===== config.mk =====
export PLATFORM = sky130hd
export DESIGN_NAME = btn_led_ctrl
export DESIGN_NICKNAME = d
export VERILOG_FILES = /design/src/rtl/btn_led_ctrl.sv
export SDC_FILE = /design/constraint.sdc
export NUM_CORES = 1
export LEC_CHECK = 0
export BUFFER_PORTS_ARGS = -buffer_cell sky130_fd_sc_hd__buf_2
export CORE_MARGIN = 8
export CORE_UTILIZATION = 50
export CTS_CLUSTER_SIZE = 28
export DETAILED_ROUTE_END_ITERATION = 12
export HOLD_SLACK_MARGIN = 0.05
export PLACE_DENSITY = 0.76
export SLEW_MARGIN = 10
export SYNTH_ARGS = -nofsm -noshare
export SYNTH_HDL_FRONTEND = slang
export SYNTH_SLANG_ARGS = --single-unit

===== constraint.sdc =====
create_clock -name clk -period 5.8 [get_ports clk]
set_clock_uncertainty 0.1 [all_clocks]
set_input_delay 0.87 -clock clk [delete_from_list [all_inputs] [get_ports clk]]
set_output_delay 0.87 -clock clk [all_outputs]
set_load 0.03 [all_outputs]

===== src/rtl/btn_led_ctrl.sv =====
// btn_led_ctrl: per-channel push-button synchroniser, debouncer and LED driver.
//
// Each channel synchronises one raw button through two flops, debounces it
// (the synchronised level must differ from the accepted level for DEB_CYCLES
// consecutive cycles), emits a one-cycle press pulse on each accepted press,
// and drives one LED in a run-time selectable mode.
//
// Ports:
//   clk          system clock
//   rst          asynchronous, active-high reset (clears every flop)
//   btn[N_CH]    raw asynchronous button levels, 1 = pressed
//   mode[2*N_CH] per-channel mode, bits [2i+1:2i]:
//                00 direct, 01 invert, 10 toggle, 11 blink
//   led[N_CH]    registered LED drive, 1 = on
//   press_pulse  registered one-cycle pulse per accepted press
//   press_count  (only with PRESS_COUNT_EN) 8-bit wrapping press counter per
//                channel, bits [8i+7:8i]
//
// Optional feature macro: PRESS_COUNT_EN (adds press_count and its counters).

module btn_led_ctrl #(
  parameter int unsigned N_CH       = 4,
  parameter int unsigned DEB_CYCLES = 1000000,
  parameter int unsigned BLINK_HALF = 25000000
) (
  input  logic                clk,
  input  logic                rst,
  input  logic [N_CH-1:0]     btn,
  input  logic [2*N_CH-1:0]   mode,
  output logic [N_CH-1:0]     led,
  output logic [N_CH-1:0]     press_pulse
`ifdef PRESS_COUNT_EN
  ,
  output logic [8*N_CH-1:0]   press_count
`endif
);

  localparam int unsigned DEB_W = $clog2(DEB_CYCLES);
  localparam int unsigned BLK_W = (BLINK_HALF > 1) ? $clog2(BLINK_HALF) : 1;

  localparam logic [DEB_W-1:0] DEB_LAST = DEB_W'(DEB_CYCLES - 1);
  localparam logic [BLK_W-1:0] BLK_LAST = BLK_W'(BLINK_HALF - 1);

  typedef enum logic [1:0] {
    MODE_DIRECT = 2'b00,
    MODE_INVERT = 2'b01,
    MODE_TOGGLE = 2'b10,
    MODE_BLINK  = 2'b11
  } mode_e;

  // Synchroniser and debounce state
  logic [N_CH-1:0]  s1;
  logic [N_CH-1:0]  s2;
  logic [N_CH-1:0]  stable;
  logic [N_CH-1:0]  stable_nxt;
  logic [DEB_W-1:0] cnt     [N_CH];
  logic [DEB_W-1:0] cnt_nxt [N_CH];

  // Toggle state and LED next values
  logic [N_CH-1:0]  toggle;
  logic [N_CH-1:0]  toggle_nxt;
  logic [N_CH-1:0]  led_nxt;

  // Shared blink generator
  logic [BLK_W-1:0] blk_cnt;
  logic [BLK_W-1:0] blk_cnt_nxt;
  logic             wave;
  logic             wave_nxt;

  // Debounce: count consecutive cycles of disagreement, accept on the last one
  always_comb begin
    stable_nxt = stable;
    for (int i = 0; i < N_CH; i++) begin
      cnt_nxt[i] = '0;
    end
    for (int i = 0; i < N_CH; i++) begin
      if (s2[i] != stable[i]) begin
        if (cnt[i] == DEB_LAST) begin
          stable_nxt[i] = s2[i];
        end else begin
          cnt_nxt[i] = cnt[i] + DEB_W'(1);
        end
      end
    end
  end

  // Blink counter: free-running, wave flips at each wrap
  always_comb begin
    blk_cnt_nxt = blk_cnt + BLK_W'(1);
    wave_nxt    = wave;
    if (blk_cnt == BLK_LAST) begin
      blk_cnt_nxt = '0;
      wave_nxt    = ~wave;
    end
  end

  // Toggle update and LED mode mux; toggle mode shows the post-update state
  always_comb begin
    toggle_nxt = toggle;
    led_nxt    = '0;
    for (int i = 0; i < N_CH; i++) begin
      if (press_pulse[i] && (mode_e'(mode[2*i +: 2]) == MODE_TOGGLE)) begin
        toggle_nxt[i] = ~toggle[i];
      end
      case (mode_e'(mode[2*i +: 2]))
        MODE_DIRECT: led_nxt[i] = stable[i];
        MODE_INVERT: led_nxt[i] = ~stable[i];
        MODE_TOGGLE: led_nxt[i] = toggle_nxt[i];
        MODE_BLINK:  led_nxt[i] = stable[i] & wave;
      endcase
    end
  end

  // State registers; press_pulse is registered as (new stable & ~old stable)
  always_ff @(posedge clk or posedge rst) begin
    if (rst) begin
      s1          <= '0;
      s2          <= '0;
      stable      <= '0;
      press_pulse <= '0;
      toggle      <= '0;
      led         <= '0;
      blk_cnt     <= '0;
      wave        <= 1'b0;
      for (int i = 0; i < N_CH; i++) begin
        cnt[i] <= '0;
      end
`ifdef PRESS_COUNT_EN
      press_count <= '0;
`endif
    end else begin
      s1          <= btn;
      s2          <= s1;
      stable      <= stable_nxt;
      press_pulse <= stable_nxt & ~stable;
      toggle      <= toggle_nxt;
      led         <= led_nxt;
      blk_cnt     <= blk_cnt_nxt;
      wave        <= wave_nxt;
      for (int i = 0; i < N_CH; i++) begin
        cnt[i] <= cnt_nxt[i];
      end
`ifdef PRESS_COUNT_EN
      for (int i = 0; i < N_CH; i++) begin
        press_count[8*i +: 8] <= press_count[8*i +: 8] + 8'(press_pulse[i]);
      end
`endif
    end
  end

endmodule


==> impl_metrics.py <==
metrics = {
    "power": {
        "p_leak_uw": 0.00284,
        "p_per_area_nw_per_um2": 284,
        "combPwrFrac_pct": 3.0,
        "peakVddDrop_v": 0.000150,
        "p_switching_uw": 426,
        "p_int_uw": 1570,
        "swShare_pct": 21.3,
        "p_clk_share_pct": 50.5,
        "power.total_uw": 2000,
        "p_seq_share_pct": 46.5,
    },
    "routing": {
        "drcViolationCount": 0,
        "drt.antenna.violating_nets": 0,
        "first_iter_violations": 359,
        "routed_wl_um": 12400,
        "firstDrtPassIters": 4,
        "vias": 4673,
        "post_drt_wl_per_cell_um": 15.2,
        "viasPerCell": 5.72,
    },
    "synth": {
        "synthAdderAreaFrac_pct": 1.01,
        "yosys_register_bits": 130,
        "synth_simple_gate_area_share_pct": 25.7,
        "seq_area_frac_synth_pct": 52.6,
        "syn_area_sq_um": 6180,
        "synth_area_leaders": "dfrtp_1 53%, xnor2_1 6.9%, nor2_1 4.4%",
        "synth.avg_cell_area_sq_um": 10.2,
        "synthFlopType": "dfrtp_1",
        "yosys_warnings": 0,
        "synth_compound_area_share_pct": 7.27,
        "synth_cell_type_count": 42,
        "synth_top_area_share_pct": 52.6,
        "synthXorXnorAreaFrac_pct": 10.5,
        "synthMuxAreaShare_pct": 0.729,
        "async_flop_share_pct": 100,
        "synth_edf_count": 0,
        "synth_top_family_by_area": "simple AND/OR/NAND/NOR gates",
        "synthCells": 607,
        "syn_nets": 626,
        "synth_top_area_cell": "dfrtp_1",
    },
    "clock_tree": {
        "clock-root-buffer": "clkbuf_16",
        "cts_resized": 0,
        "post_cts_buffers": 0,
        "htree_num_levels": 4,
        "clkSinkCount": 130,
        "clockBufferDepth": 2,
        "cts_buffers": 17,
        "insertion_delay_ps": 410,
        "cts_tree": "yes",
        "cts_hold_buf": 0,
        "path_clk_slew_ps": 60,
    },
    "floorplanning": {
        "ios": 22,
        "core_area_sq_um": 12100,
        "initial_core_util_pct": 51.3,
        "dieWidth_um": 127,
        "die-area_sq_um": 16200,
        "rows": 40,
        "die_h_um": 127,
    },
    "timing": {
        "fin_crit_sh_pct": 40.3,
        "rsz0062_at_grt": "false",
        "fin_ws_ps": 3460,
        "relSlewSlack_pct": 33.3,
        "tightest_slew_ps": 1000,
        "fmax_mhz": 428,
        "min_period_ps": 2340,
        "setup_viol": 0,
        "finalHoldViolations": 0,
        "slew_violations": 0,
        "holdWs_ps": 247,
        "fin_setup_tns_ps": 0,
    },
    "grt": {
        "grt_pass1_vias": 4731,
        "gr-total-overflow": 0,
        "grt_start_max_net_pins": 84,
        "track_usage_pct": 16.3,
        "antenna_found_initial": 0,
        "grt_pass1_wl_um": 21600,
    },
    "place": {
        "dpl.cell_count": 785,
        "dp_slack_ps": 3310,
        "port_buffers": 21,
        "gp_congestion": 0.824,
        "dp_hpwl_um": 8340,
    },
    "hold_path": {
        "worstHoldPathType": "reg2reg",
        "whs_path_depth": 0,
    },
    "final_layout": {
        "drive_gt1_share_pct": 10.6,
        "fin_cells": 817,
        "fillers": 997,
        "n_antenna_cell": 0,
        "nets": 655,
        "area_growth_pct": 13.7,
    },
    "setup_path": {
        "r2r_slack_ps": 3460,
        "cp-end-kind": "flop",
        "crit_required_ps": 5970,
        "critPathMaxFanout": 19,
        "criticalPathCategory": "reg2reg",
        "cp-start-kind": "flop",
        "rr_worst_depth": 4,
        "cp.arrival_ps": 2510,
    },
    "run_status": {
        "status": "completed",
    },
    "job": {
        "maxCapViolations": 0,
    },
}
==> power by group through the flow <==
stage	Sequential [uW]	Clock, uW	Combinational, uW
4_1_cts	929	1030	61.4
2_1_floorplan	945	0	38.7
3_3_place_gp	944	0	57.4
5_1_grt	930	1070	68.7
6_report	929	1010	59.4
3_5_place_dp	944	0	60.4
==> metrics by stage <==
stage                     utilization [%]  area [sq um]
final                                58.3          7030
after floorplan                         -          6180
after detailed placement             53.6          6460
after global routing                 58.3          7030
after CTS                            58.3          7030
after global placement               53.6          6460
==> synth_stat cells (4+ instances only) <==
cell type and n:
dfrtp_1 130, nor2_1 72, xnor2_1 49, nand3_1 41, nand2_1 32, a21oi_1 30, nand4_1 25, xor2_1 25
o21ai_0 21, inv_1 19, or3_1 19, or4_1 19, nor4_1 17, nor3_1 13, o31ai_1 12, and3_1 10
clkbuf_1 9, and4_1 7, nor2b_1 6, ha_1 5, nand4b_1 5, nor3b_1 5, a221o_1 4, buf_2 4
mux2_2 4
==> flip-flops by register name (all words and copies together) (netlist names), 4 cells and up <==
register     cells
press_pulse      4
stable           4
s2               4
toggle           4
cnt             80
led              4
s1               4
blk_cnt         25
==> critical path, stage by stage (launching register included) <==
cell     delay (ps)
dfrtp_1         430
or4b_1          550
or4_4           580
o21ai_4         420
nor2_1          120
==> cells in the final DEF (no fill, tap or decap), types with 5 or more instances in the layout <==
cell / count
dfrtp_1: 130
nor2_1: 72
xnor2_1: 49
nand3_1: 41
nand2_1: 32
a21oi_1: 30
nand4_1: 25
xor2_1: 25
o21ai_0: 21
buf_2: 21
or3_1: 19
or4_1: 19
inv_1: 18
nor4_1: 17
clkbuf_16: 17
nor3_1: 13
o31ai_1: 11
and3_1: 10
and4_1: 7
nor2b_1: 6
nand4b_1: 5
nor3b_1: 5
ha_1: 5
==> cell families after synthesis <==
logic type / after synthesis
adder cells (fa/ha/maj): 5
flip-flops: 130
AND/OR/NAND/NOR: 289
XOR/XNOR: 74
multiplexers: 4
AO/OA/AOI/OAI: 72
buffers and inverters: 33
==> per-layer routing <==
layer | global-route usage (%) | vias up | wire, um
met2 | 27.1 | 78 | 6310
met3 | 4.16 | 20 | 385
li1 | - | 2249 | -
met1 | 19.6 | 2326 | 5530
met4 | 6.93 | 0 | 177
met5 | 0 | - | 0
==> layout make-up <==
class / instances / area, sq um / share of cell area (%)
inverter: 19 / 73.8 / 1.05
clock inverter: 7 / 73.8 / 1.05
timing repair buffer: 24 / 128 / 1.81
sequential: 130 / 3250 / 46.3
clock buffer: 25 / 495 / 7.05
multi-input combinational: 444 / 2800 / 39.8
tap: 168 / 210 / 2.99
==> path summary, 6_finish.rpt <==
kind,to,startpoint
setup / recovery,cnt[73]$_DFF_PP0_,cnt[72]$_DFF_PP0_
hold / removal,s2[2]$_DFF_PP0_,s1[2]$_DFF_PP0_
setup reg to reg,cnt[73]$_DFF_PP0_,cnt[72]$_DFF_PP0_
hold reg to reg,s2[2]$_DFF_PP0_,s1[2]$_DFF_PP0_
max in group asynchronous,stable[0]$_DFF_PP0_,rst
min in group asynchronous,blk_cnt[12]$_DFF_PP0_,rst
Power figures use the tool's default switching activity.
